## src/rtl/arr_pkg.sv

```systemverilog
// Shared widths and types for the 2x2 weight-stationary systolic MAC tile.
package arr_pkg;

  localparam int unsigned DW    = 8;   // activation / weight width, unsigned
  localparam int unsigned ACC_W = 24;  // partial-sum / output width, unsigned

  typedef logic [DW-1:0]    act_t;
  typedef logic [ACC_W-1:0] psum_t;

endpackage : arr_pkg

```

## src/rtl/systolic_pe.sv

```systemverilog
// One processing element of the weight-stationary array: a weight register
// (shifted in from above unless hold is set), an activation register that
// forwards the row's activation to the right-hand neighbour, and a psum
// register holding psum_in + a_in * w.
// Optional build macro: ARR_FAULT_INJECT_EN enables the err_mult / err_mac
// bit-0 inversion hooks on the product and the adder result.
module systolic_pe
  import arr_pkg::*;
(
  input  logic             clk,
  input  logic             rst_n,
  input  logic             hold,
  input  logic             err_mac,
  input  logic             err_mult,
  input  logic [DW-1:0]    w_in,
  input  logic [DW-1:0]    a_in,
  input  logic [ACC_W-1:0] psum_in,
  output logic [DW-1:0]    w_out,
  output logic [DW-1:0]    a_out,
  output logic [ACC_W-1:0] psum_out
);

  act_t  w_q;
  act_t  a_q;
  psum_t psum_q;
  psum_t prod;
  psum_t sum;

  // Multiply the incoming activation by the stationary weight and add the psum from above.
  always_comb begin
    prod = psum_t'({{DW{1'b0}}, a_in} * {{DW{1'b0}}, w_q});
`ifdef ARR_FAULT_INJECT_EN
    prod[0] = prod[0] ^ err_mult;
    sum     = psum_in + prod;
    sum[0]  = sum[0] ^ err_mac;
`else
    sum     = psum_in + prod;
`endif
  end

`ifndef ARR_FAULT_INJECT_EN
  // Fault controls stay on the port list but have no effect in this build.
  logic fault_unused;
  assign fault_unused = err_mac ^ err_mult;
`endif

  // Weight shift (gated by hold), activation forwarding and psum capture.
  always_ff @(posedge clk or negedge rst_n) begin
    if (!rst_n) begin
      w_q    <= '0;
      a_q    <= '0;
      psum_q <= '0;
    end else begin
      if (!hold) begin
        w_q <= w_in;
      end
      a_q    <= a_in;
      psum_q <= sum;
    end
  end

  assign w_out    = w_q;
  assign a_out    = a_q;
  assign psum_out = psum_q;

endmodule : systolic_pe

```

## src/rtl/systolic_arr_2x2.sv

```systemverilog
// 2x2 weight-stationary systolic MAC array (NPU compute core tile).
// Weights shift down column-wise until hold freezes them; activations enter
// at column 0 of each row (row 1 skewed one cycle later by the caller) and
// move right one PE per cycle; partial sums flow down and leave row 1.
// Optional build macro: ARR_FAULT_INJECT_EN makes Err_mult / Err_mac active;
// without it both ports are accepted and ignored.
module systolic_arr_2x2
  import arr_pkg::*;
(
  input  logic             clk,
  input  logic             rst_n,
  input  logic             Err_mac,
  input  logic             Err_mult,
  input  logic [DW-1:0]    w1_in,
  input  logic [DW-1:0]    w2_in,
  input  logic [DW-1:0]    a1_in,
  input  logic [DW-1:0]    a2_in,
  output logic [ACC_W-1:0] c1_out,
  output logic [ACC_W-1:0] c2_out,
  input  logic             hold
);

  act_t  w_q  [2][2];
  act_t  a_q  [2][2];
  psum_t ps_q [2][2];

  for (genvar r = 0; r < 2; r++) begin : g_row
    for (genvar c = 0; c < 2; c++) begin : g_col
      act_t  w_src;
      act_t  a_src;
      psum_t p_src;

      if (r == 0) begin : g_top
        assign w_src = (c == 0) ? w1_in : w2_in;
        assign p_src = '0;
      end else begin : g_bot
        assign w_src = w_q[0][c];
        assign p_src = ps_q[0][c];
      end

      if (c == 0) begin : g_left
        assign a_src = (r == 0) ? a1_in : a2_in;
      end else begin : g_right
        assign a_src = a_q[r][0];
      end

      systolic_pe u_pe (
        .clk      (clk),
        .rst_n    (rst_n),
        .hold     (hold),
        .err_mac  (Err_mac),
        .err_mult (Err_mult),
        .w_in     (w_src),
        .a_in     (a_src),
        .psum_in  (p_src),
        .w_out    (w_q[r][c]),
        .a_out    (a_q[r][c]),
        .psum_out (ps_q[r][c])
      );
    end
  end

  assign c1_out = ps_q[1][0];
  assign c2_out = ps_q[1][1];

endmodule : systolic_arr_2x2

```

## config.mk

```make
export PLATFORM = sky130hd
export DESIGN_NAME = systolic_arr_2x2
export DESIGN_NICKNAME = d
export VERILOG_FILES = /design/src/rtl/arr_pkg.sv /design/src/rtl/systolic_pe.sv /design/src/rtl/systolic_arr_2x2.sv
export SDC_FILE = /design/constraint.sdc
export NUM_CORES = 1
export LEC_CHECK = 0
export CAP_MARGIN = 30
export CORE_ASPECT_RATIO = 1.1
export CORE_MARGIN = 10
export CORE_UTILIZATION = 40
export CTS_CLUSTER_SIZE = 24
export DETAILED_ROUTE_END_ITERATION = 16
export GPL_TIMING_DRIVEN = 0
export PLACE_DENSITY_LB_ADDON = 0.08
export RECOVER_POWER = 50
export SLEW_MARGIN = 20
export SYNTH_ARGS = -nofsm -noshare
export SYNTH_HDL_FRONTEND = slang
export SYNTH_HIERARCHICAL = 1
export SYNTH_SLANG_ARGS = --single-unit
```

## constraint.sdc

```tcl
create_clock -name clk -period 4.6 [get_ports clk]
set_clock_uncertainty 0.2 [all_clocks]
set_input_delay 1.38 -clock clk [delete_from_list [all_inputs] [get_ports clk]]
set_output_delay 1.38 -clock clk [all_outputs]
set_load 0.05 [all_outputs]
```

==> results of run 1 <==
worst min path at each step:
stage                                                              from                                       endpoint  slack, ns
after floorplan           g_row[0].g_col[0].u_pe/psum_out[23]$_DFF_PN0_  g_row[1].g_col[0].u_pe/psum_out[23]$_DFF_PN0_       0.22
after global placement    g_row[0].g_col[1].u_pe/psum_out[23]$_DFF_PN0_  g_row[1].g_col[1].u_pe/psum_out[23]$_DFF_PN0_       0.23
after detailed placement  g_row[0].g_col[1].u_pe/psum_out[23]$_DFF_PN0_  g_row[1].g_col[1].u_pe/psum_out[23]$_DFF_PN0_       0.23
after CTS                 g_row[0].g_col[1].u_pe/psum_out[23]$_DFF_PN0_  g_row[1].g_col[1].u_pe/psum_out[23]$_DFF_PN0_       0.24
after global routing      g_row[0].g_col[1].u_pe/psum_out[23]$_DFF_PN0_  g_row[1].g_col[1].u_pe/psum_out[23]$_DFF_PN0_       0.25
final                     g_row[0].g_col[1].u_pe/psum_out[23]$_DFF_PN0_  g_row[1].g_col[1].u_pe/psum_out[23]$_DFF_PN0_       0.24
cells in the final DEF, fill, tap and decap left out, drive strengths merged, types with 4 or more instances in the layout:
cell type and instances:
inv 408, fa 200, nand2 164, ha 164, and2 144, dfrtp 144
buf 90, conb 87, clkdlybuf4s50 64, a21oi 56, nor2 42, clkbuf 36
xnor2 35, xor2 34, mux2 32, o21ai 32, a21o 21, nand3 17
o211ai 15, a31oi 13, nand4 11, a211oi 10, and3 9, nor3 8
nand2b 7, o21a 7, nor2b 6, a22oi 5, a211o 4, o21bai 4
layer usage:
layer	part of all wire	up-vias	global-route usage	wire (um)
li1	-	5542	-	-
met1	0.42	5747	0.171	15200
met2	0.54	131	0.288	19500
met3	0.027	37	0.0273	993
met4	0.017	0	0.0472	622
met5	0	-	0	0
through the flow:
step / instance area [um2] / instances / setup TNS [ns] / hold WS, ns / util
6_report: 19700 / 2423 / -6.46 / 0.236 / 0.505
5_1_grt: 19700 / 2423 / -9.32 / 0.245 / 0.505
4_1_cts: 19100 / 2391 / -4.39 / 0.241 / 0.489
3_5_place_dp: 17900 / 2323 / -42.40 / 0.232 / 0.457
3_3_place_gp: 17800 / 2322 / -647.67 / 0.227 / 0.456
2_1_floorplan: 16400 / 1734 / -7.03 / 0.220 / -
cell type report:
| type | instances | area, um2 | area share |
|---|---|---|---|
| buffer | 16 | 85.1 | 0.00431 |
| multi-input combinational | 1166 | 11700 | 0.591 |
| tap | 507 | 634 | 0.0322 |
| clock inverter | 13 | 175 | 0.00888 |
| clock buffer | 19 | 443 | 0.0225 |
| timing repair buffer | 155 | 1570 | 0.0797 |
| sequential | 144 | 3640 | 0.184 |
| inverter | 403 | 1510 | 0.0767 |
sequential cells by signal (all words and copies together) (netlist names):
signal	count
g_row.g_col.u_pe/a_out	16
g_row.g_col.u_pe/psum_out	96
g_row.g_col.u_pe/w_out	32
timing repair:
item	4_1_cts	5_1_grt
setup buffers	41	32
setup endpoints to repair	49	40
cloned	2	3
resized for setup	206	86
pin swaps	50	66
==> flow_metrics.py, run 1 <==
metrics = {
    "detailed_routing": {
        "drtIter0Drc": 332,
        "viasPerCell": 4.73,
        "vias": 11500,
        "drt-total-wl_um": 36300,
        "wl_per_cell_um": 15.0,
        "ant_nets": 0,
        "dr.pass1.iters": 4,
        "drc_errors": 0,
    },
    "final_layout": {
        "drive_above_1_share": 0.183,
        "n_fill_cell": 3704,
        "nets": 2304,
        "areaGrowthSynthToFinish_pct": 25.2,
        "n_antenna_cell": 0,
    },
    "critical_path": {
        "slowest_delay_ns": 0.51,
        "cp_num_cells": 15,
        "critPathKind": "input port to flip-flop",
        "crit_arrival_ns": 5.13,
        "cp-startpoint": "a2_in[4]",
        "worstSetupEndpoint": "g_row[1].g_col[0].u_pe/psum_out[20]$_DFF_PN0_",
        "worst-path-buf-inv": 3,
        "crit_slowest_cell": "fa_1",
        "r2r_cells": 17,
        "worstSetupEndpointType": "flip-flop",
        "critPathMaxFanout": 9,
        "critical-path-top-delay-family": "adder cells",
        "r2r-end": "g_row[1].g_col[0].u_pe/psum_out[20]$_DFF_PN0_",
        "required_ns": 4.73,
        "startpoint_type": "input port",
        "crit_top_cell": "fa_1",
        "ff2ff_setup_slack_ns": -0.22,
        "crit_chain": "buf_12, and2_4, fa_1, fa_1, inv_1, fa_1, fa_1, inv_2, ha_4, a21o_1, a2111oi_4, o31ai_4, a21oi_2, nor2_1, xor2_1",
        "rr_startpoint": "g_row[1].g_col[0].u_pe/w_out[0]$_DFFE_PN0N_",
    },
    "place": {
        "port-buffer-count": 81,
        "dp_hpwl_um": 28600,
        "gp_congestion": 0.832,
        "dpl_worst_slack_ns": -1.71,
    },
    "floorplan": {
        "start_util": 0.403,
        "core_mm2": 0.0391,
        "io_pins": 85,
        "die_area_mm2": 0.0477,
        "die_w_um": 209,
        "die_h_um": 228,
        "rows": 76,
    },
    "timing": {
        "fmax_mhz": 200,
        "fin_crit_ns": 5.00,
        "finalSetupViolCount": 25,
        "slew_viol_final": 0,
        "post-route-period-util": 1.09,
        "rsz0062_at_grt": "true",
        "setup_ws_ns": -0.400,
        "slew_headroom": 0.555,
        "worst_slew_pin_slew_ns": 0.667,
        "hold_viol_final": 0,
    },
    "global_route": {
        "grt_pass1_wl_um": 60100,
        "grt_max_degree": 93,
        "overflow": 0,
        "antenna_found_initial": 0,
        "grt_pass1_vias": 12300,
        "track_usage": 0.154,
    },
    "synth": {
        "yosysWarnings": 6,
        "synth_area_mm2": 0.0158,
        "netlist_instances": 1648,
        "avgSynthCellArea_um2": 9.56,
    },
    "min_path": {
        "hold_depth": 1,
        "hp-class": "flip-flop to flip-flop",
    },
    "cts": {
        "cts_tree": "done",
        "cts_root_buffer": "clkbuf_16",
        "worstSkewPairLatency_ns": 0.45,
        "ctsHtreeMaxLevel": 4,
        "cts_hold_buf": 0,
        "path_clk_slew_ns": 0.06,
        "numCtsBuffers": 17,
        "cts_buffer_depth": 2,
        "cts.sinks": 144,
    },
    "flow_run": {
        "drv_cap": 0,
    },
    "status": {
        "status": "complete, but fails checks",
        "violations": "setup timing",
    },
}
Power of run 1 is not shown: default switching activity piles up to over one toggle a cycle in this logic, so the estimate is an artifact.
==> inputs of run 2 (changes only) <==
CELL_PAD_IN_SITES_DETAIL_PLACEMENT = 0   (was not set)
CELL_PAD_IN_SITES_GLOBAL_PLACEMENT = 2   (was not set)
CORE_UTILIZATION = 37   (was 40)
==> run 2 against run 1 <==
Against the previous run:
- the flow finishes with violations (capacitance limit, slew limit, setup timing)
- setup slack got worse by 0.025 ns
- utilization decreased by 3.8 points
- critical path depth increased by 1
- final area decreased by 0.17%
- non-clock buffer count decreased by 2
- die area increased by 7.4%
- worst hold slack improved by 0.014 ns
- clock-buffer cell count increased by 1
- wire length increased by 3.7%
- register-to-register slack improved by 0.05 ns
- largest cell class unchanged
- highest routed layer unchanged
==> flow_metrics.py, run 2 (synthesis results as in run 1) <==
metrics = {
    "timing": {
        "fin_crit_ns": 5.03,
        "worst_slew_pin_slew_ns": 2.87,
        "fmax_mhz": 199,
        "setup_ws_ns": -0.426,
        "post-route-period-util": 1.09,
        "slew_viol_final": 49,
        "hold_viol_final": 0,
        "tns_ns": -6.74,
        "rsz0062_at_grt": "true",
        "finalSetupViolCount": 25,
        "whs_ns": 0.250,
        "slew_headroom": -0.912,
    },
    "detailed_routing": {
        "drt-total-wl_um": 37600,
        "vias": 11400,
        "dr.pass1.iters": 4,
        "drc_errors": 0,
        "ant_nets": 0,
        "viasPerCell": 4.59,
        "wl_per_cell_um": 15.2,
        "drtIter0Drc": 338,
    },
    "final_layout": {
        "areaGrowthSynthToFinish_pct": 25.0,
        "final_cell_mix": "inv_1 (385), fa_1 (183), nand2_1 (146)",
        "n_fill_cell": 4192,
        "n_antenna_cell": 0,
        "drive_above_1_share": 0.186,
        "nets": 2302,
        "mostFrequentLayoutCell": "inv_1",
        "largest_reg_flops": 96,
        "fin_cells": 2480,
    },
    "cts": {
        "cts_tree": "done",
        "path_clk_slew_ns": 0.07,
        "cts_root_buffer": "clkbuf_16",
        "cts_hold_buf": 0,
        "cts.sinks": 144,
        "cts_buffer_depth": 2,
        "worstSkewPairLatency_ns": 0.45,
        "numCtsBuffers": 17,
        "ctsHtreeMaxLevel": 4,
    },
    "critical_path": {
        "critPathKind": "input port to flip-flop",
        "crit_arrival_ns": 5.16,
        "startpoint_type": "input port",
        "critPathMaxFanout": 5,
        "worstSetupEndpointType": "flip-flop",
        "required_ns": 4.73,
        "r2r-end": "g_row[1].g_col[0].u_pe/psum_out[22]$_DFF_PN0_",
        "ff2ff_setup_slack_ns": -0.17,
        "r2r_cells": 17,
        "rr_startpoint": "g_row[1].g_col[0].u_pe/w_out[0]$_DFFE_PN0N_",
    },
    "global_route": {
        "overflow": 0,
        "grt_max_degree": 98,
        "track_usage": 0.154,
        "antenna_found_initial": 0,
        "grt_pass1_wl_um": 63400,
        "grt_pass1_vias": 12500,
    },
    "place": {
        "place_inst": 2383,
        "dp_hpwl_um": 30300,
        "gp_congestion": 0.797,
        "port-buffer-count": 81,
    },
    "flow_run": {
        "drv_cap": 1,
    },
    "min_path": {
        "holdCritStartpoint": "g_row[0].g_col[1].u_pe/psum_out[23]$_DFF_PN0_",
        "hp-class": "flip-flop to flip-flop",
        "hold_depth": 1,
        "worstHoldEndpoint": "g_row[1].g_col[1].u_pe/psum_out[23]$_DFF_PN0_",
    },
    "floorplan": {
        "die_h_um": 236,
        "io_pins": 85,
        "die_area_mm2": 0.0512,
        "die_w_um": 217,
        "core_mm2": 0.0422,
        "rows": 79,
        "start_util": 0.373,
    },
    "status": {
        "status": "complete, but fails checks",
        "violations": "capacitance limit, slew limit, setup timing",
    },
}
run 2: worst max-delay path by stage:
stage	to	from
final	g_row[1].g_col[0].u_pe/psum_out[22]$_DFF_PN0_	a2_in[4]
after global routing	g_row[1].g_col[0].u_pe/psum_out[14]$_DFF_PN0_	a2_in[4]
after CTS	g_row[1].g_col[0].u_pe/psum_out[17]$_DFF_PN0_	a2_in[3]
after detailed placement	g_row[1].g_col[0].u_pe/psum_out[22]$_DFF_PN0_	a2_in[5]
after global placement	g_row[1].g_col[0].u_pe/psum_out[18]$_DFF_PN0_	rst_n
after floorplan	g_row[1].g_col[0].u_pe/psum_out[14]$_DFF_PN0_	a2_in[4]
run 2: layout make-up:
class | instances | area, um2 | area share
Clock buffer | 20 | 467 | 0.0237
Tap cell | 567 | 709 | 0.0360
Buffer | 15 | 81.3 | 0.00413
Clock inverter | 11 | 95.1 | 0.00483
Sequential cell | 144 | 3640 | 0.185
Inverter | 403 | 1510 | 0.0768
Multi-Input combinational cell | 1166 | 11700 | 0.593
Timing Repair Buffer | 154 | 1510 | 0.0768
run 2: timing repair:
action | CTS | global route
gates cloned | 2 | 1
buffers inserted | 40 | 33
pin swaps | 57 | 58
gates resized for setup | 216 | 72
endpoints found under the setup margin | 50 | 38
run 2: worst max-delay path, cell delays in order:
cell and delay [ns]:
buf_12 0.11, and2_4 0.15, fa_1 0.55, fa_1 0.43, fa_1 0.49, inv_1 0.05, fa_1 0.49, inv_2 0.04
ha_4 0.21, a21o_1 0.22, a211oi_4 0.31, buf_4 0.18, o31ai_4 0.08, a21oi_2 0.22, nor2_1 0.08, xor2_1 0.15
run 2: per-stage QoR:
| stage | util | setup WS (ns) | cell area (um2) |
|---|---|---|---|
| floorplan | - | -0.536 | 16400 |
| finish | 0.466 | -0.426 | 19700 |
| detailed placement | 0.425 | -1.77 | 17900 |
| global placement | 0.424 | -4.22 | 17900 |
| global route | 0.466 | -0.530 | 19700 |
| CTS | 0.456 | -0.382 | 19200 |
run 2: routing by layer:
metal  vias up  share of wire  global-route usage
met3        33          0.022              0.0211
met1      5703           0.39               0.166
met2       119           0.57               0.303
met5         -              0                   0
met4         0          0.018              0.0454
li1       5530              -                   -
Power of run 2 is left out for the same reason.
==> inputs of run 3 (changes only) <==
CAP_MARGIN = 10   (was 30)
CTS_CLUSTER_DIAMETER = 40   (was not set)
==> results of run 3 <==
Same layout as run 2: the final DEF is identical, and so are final timing and power.
Power of run 3 is left out for the same reason.
==> RTL edit: new RTL, config.mk and constraints of run 1 <==
Make the reset (`rst_n`) synchronous in one clocked block.
--- a/src/rtl/systolic_pe.sv
+++ b/src/rtl/systolic_pe.sv
@@ -46,5 +46,5 @@
 
   // Weight shift (gated by hold), activation forwarding and psum capture.
-  always_ff @(posedge clk or negedge rst_n) begin
+  always_ff @(posedge clk) begin
     if (!rst_n) begin
       w_q    <= '0;
Function: changed (Yosys sat finds a counterexample within 4 cycles, from zero or initial values and one cycle with rst_n low; the reset may be asserted at any time).
==> RTL edit against run 1 <==
  * The flow still finishes with violations (setup timing)
  * Synthesized cell count rose by 11%
  * Worst setup slack worse by 0.044 ns
  * Routed wire length rose by 7.7%
  * Worst hold slack improved by 0.034 ns
  * Global-route usage up 1.4 points
  * Sequential cell count unchanged
  * Final area shrank 0.32%
  * Synthesized area grew 0.58%
  * Critical path type unchanged
  * Largest cell class unchanged
Power is left out: it rests on default switching activity, and per cell area and clock period it moved more than threefold.
==> RTL edit: results (changes against run 1) <==
HP Class=register to register (unchanged); FF-to-FF Start=g_row[0].g_col[0].u_pe/w_out[1]$_SDFFE_PN0N_ (was g_row[1].g_col[0].u_pe/w_out[0]$_DFFE_PN0N_); first-pass GRT wire length=65500 um (was 60100 um); Worst Hold End=g_row[1].g_col[1].u_pe/psum_out[23]$_SDFF_PN0_ (was g_row[1].g_col[1].u_pe/psum_out[23]$_DFF_PN0_); Reg clk slew, reported paths=0.06 ns (about the same); pre-CTS setup slack=-1.77 ns (was -1.71 ns); Placed Cells=2486 (was 2323); vias in the first global route=13329 (was 12315); met3 Usage GRT=0.0256 (was 0.0273); gr usage total=0.168 (was 0.154); fillers=3837 (was 3704); critical path's largest stage delay=0.51 ns (about the same); Sum Neg Setup Slack=-7.86 ns (was -6.46 ns); DRT Wirelength=39100 um (was 36300 um); number of I/O port buffers=77 (was 81); gpl congestion=0.852 (was 0.832); worst r2r path cells=17 (unchanged); final setup fails=26 (was 25); outcome=complete, but fails checks (unchanged); DR vias=12423 (was 11457); maximum root-to-sink buffer count=2 (unchanged); Reg2Reg Setup Slack=-0.18 ns (was -0.22 ns); Hold Path Origin=g_row[0].g_col[1].u_pe/psum_out[23]$_SDFF_PN0_ (was g_row[0].g_col[1].u_pe/psum_out[23]$_DFF_PN0_); Cells on Worst Hold Path=2 (was 1); initial antenna violation count=0 (unchanged); final hold slack=0.270 ns (was 0.236 ns); TritonCTS buffer count=17 (unchanged); syn avg cell area=8.70 um^2 (was 9.56 um^2); placed wire-length estimate=30800 um (was 28600 um); DR pass1 iterations=4 (unchanged); area grow syn2layout=24.1% (was 25.2%); Slew @ Worst Pin=0.773 ns (was 0.667 ns); Critical Path Slowest Stage Cell=fa_1 (unchanged); WL/cell=15.2 um (was 15.0 um); RR Endpoint=g_row[0].g_col[0].u_pe/psum_out[14]$_SDFF_PN0_ (was g_row[1].g_col[0].u_pe/psum_out[20]$_DFF_PN0_); crit path max fanout=8 (was 9); Ys Warns=6 (unchanged); layout cell share with drive strength beyond 1=0.159 (was 0.183); met1 usage=0.180 (was 0.171); max reg flops=96 (unchanged); pin count of the biggest net entering global routing=24 (was 93); GR Util met2=0.328 (was 0.288); starting DRC count in detailed routing=448 (was 332); Ant. Diodes=0 (unchanged); worst setup margin=-0.445 ns (was -0.400 ns); failing checks=setup timing (unchanged); worst path arrival time=5.21 ns (was 5.13 ns); Area after DPL=17900 um^2 (about the same)
[RTL edit: worst max path at each step]
stage / start / end / slack, ns / depth (start not counted)
detailed placement: a1_in[2] / g_row[0].g_col[0].u_pe/psum_out[16]$_SDFF_PN0_ / -1.77 / 15
floorplan: a2_in[6] / g_row[1].g_col[0].u_pe/psum_out[14]$_SDFF_PN0_ / -0.73 / 15
CTS: a2_in[5] / g_row[1].g_col[0].u_pe/psum_out[14]$_SDFF_PN0_ / -0.47 / 15
global route: a2_in[6] / g_row[1].g_col[0].u_pe/psum_out[19]$_SDFF_PN0_ / -0.55 / 16
global placement: a1_in[0] / g_row[0].g_col[0].u_pe/psum_out[16]$_SDFF_PN0_ / -1.72 / 16
finish: a2_in[5] / g_row[1].g_col[0].u_pe/psum_out[18]$_SDFF_PN0_ / -0.44 / 17
[RTL edit: layer usage]
layer / wire length [um] / share of wire
met1: 15700 / 0.40
met2: 21800 / 0.56
met4: 619 / 0.016
met5: 0 / 0
met3: 928 / 0.024
[RTL edit: critical path, delay by kind of cell]
family	cells	cell delay [ns]
buffers and inverters	6	0.49
adder cells (fa/ha/maj)	5	2.25
AND/OR/NAND/NOR	2	0.21
AO/OA/AOI/OAI	4	0.88
[RTL edit: repair_timing]
action / CTS / global route
endpoints found under the setup margin: 50 / 46
resized for setup: 176 / 121
setup buffers: 30 / 36
pin swaps: 40 / 98
gates cloned: 1 / 1
[RTL edit: area by class of cell]
cell class / instances / share of cell area
sequential: 144 / 0.151
inverter: 397 / 0.0758
multi-input combinational: 1311 / 0.631
timing repair buffer: 143 / 0.0704
tap: 507 / 0.0323
buffer: 38 / 0.0136
clock buffer: 19 / 0.0220
clock inverter: 11 / 0.00439
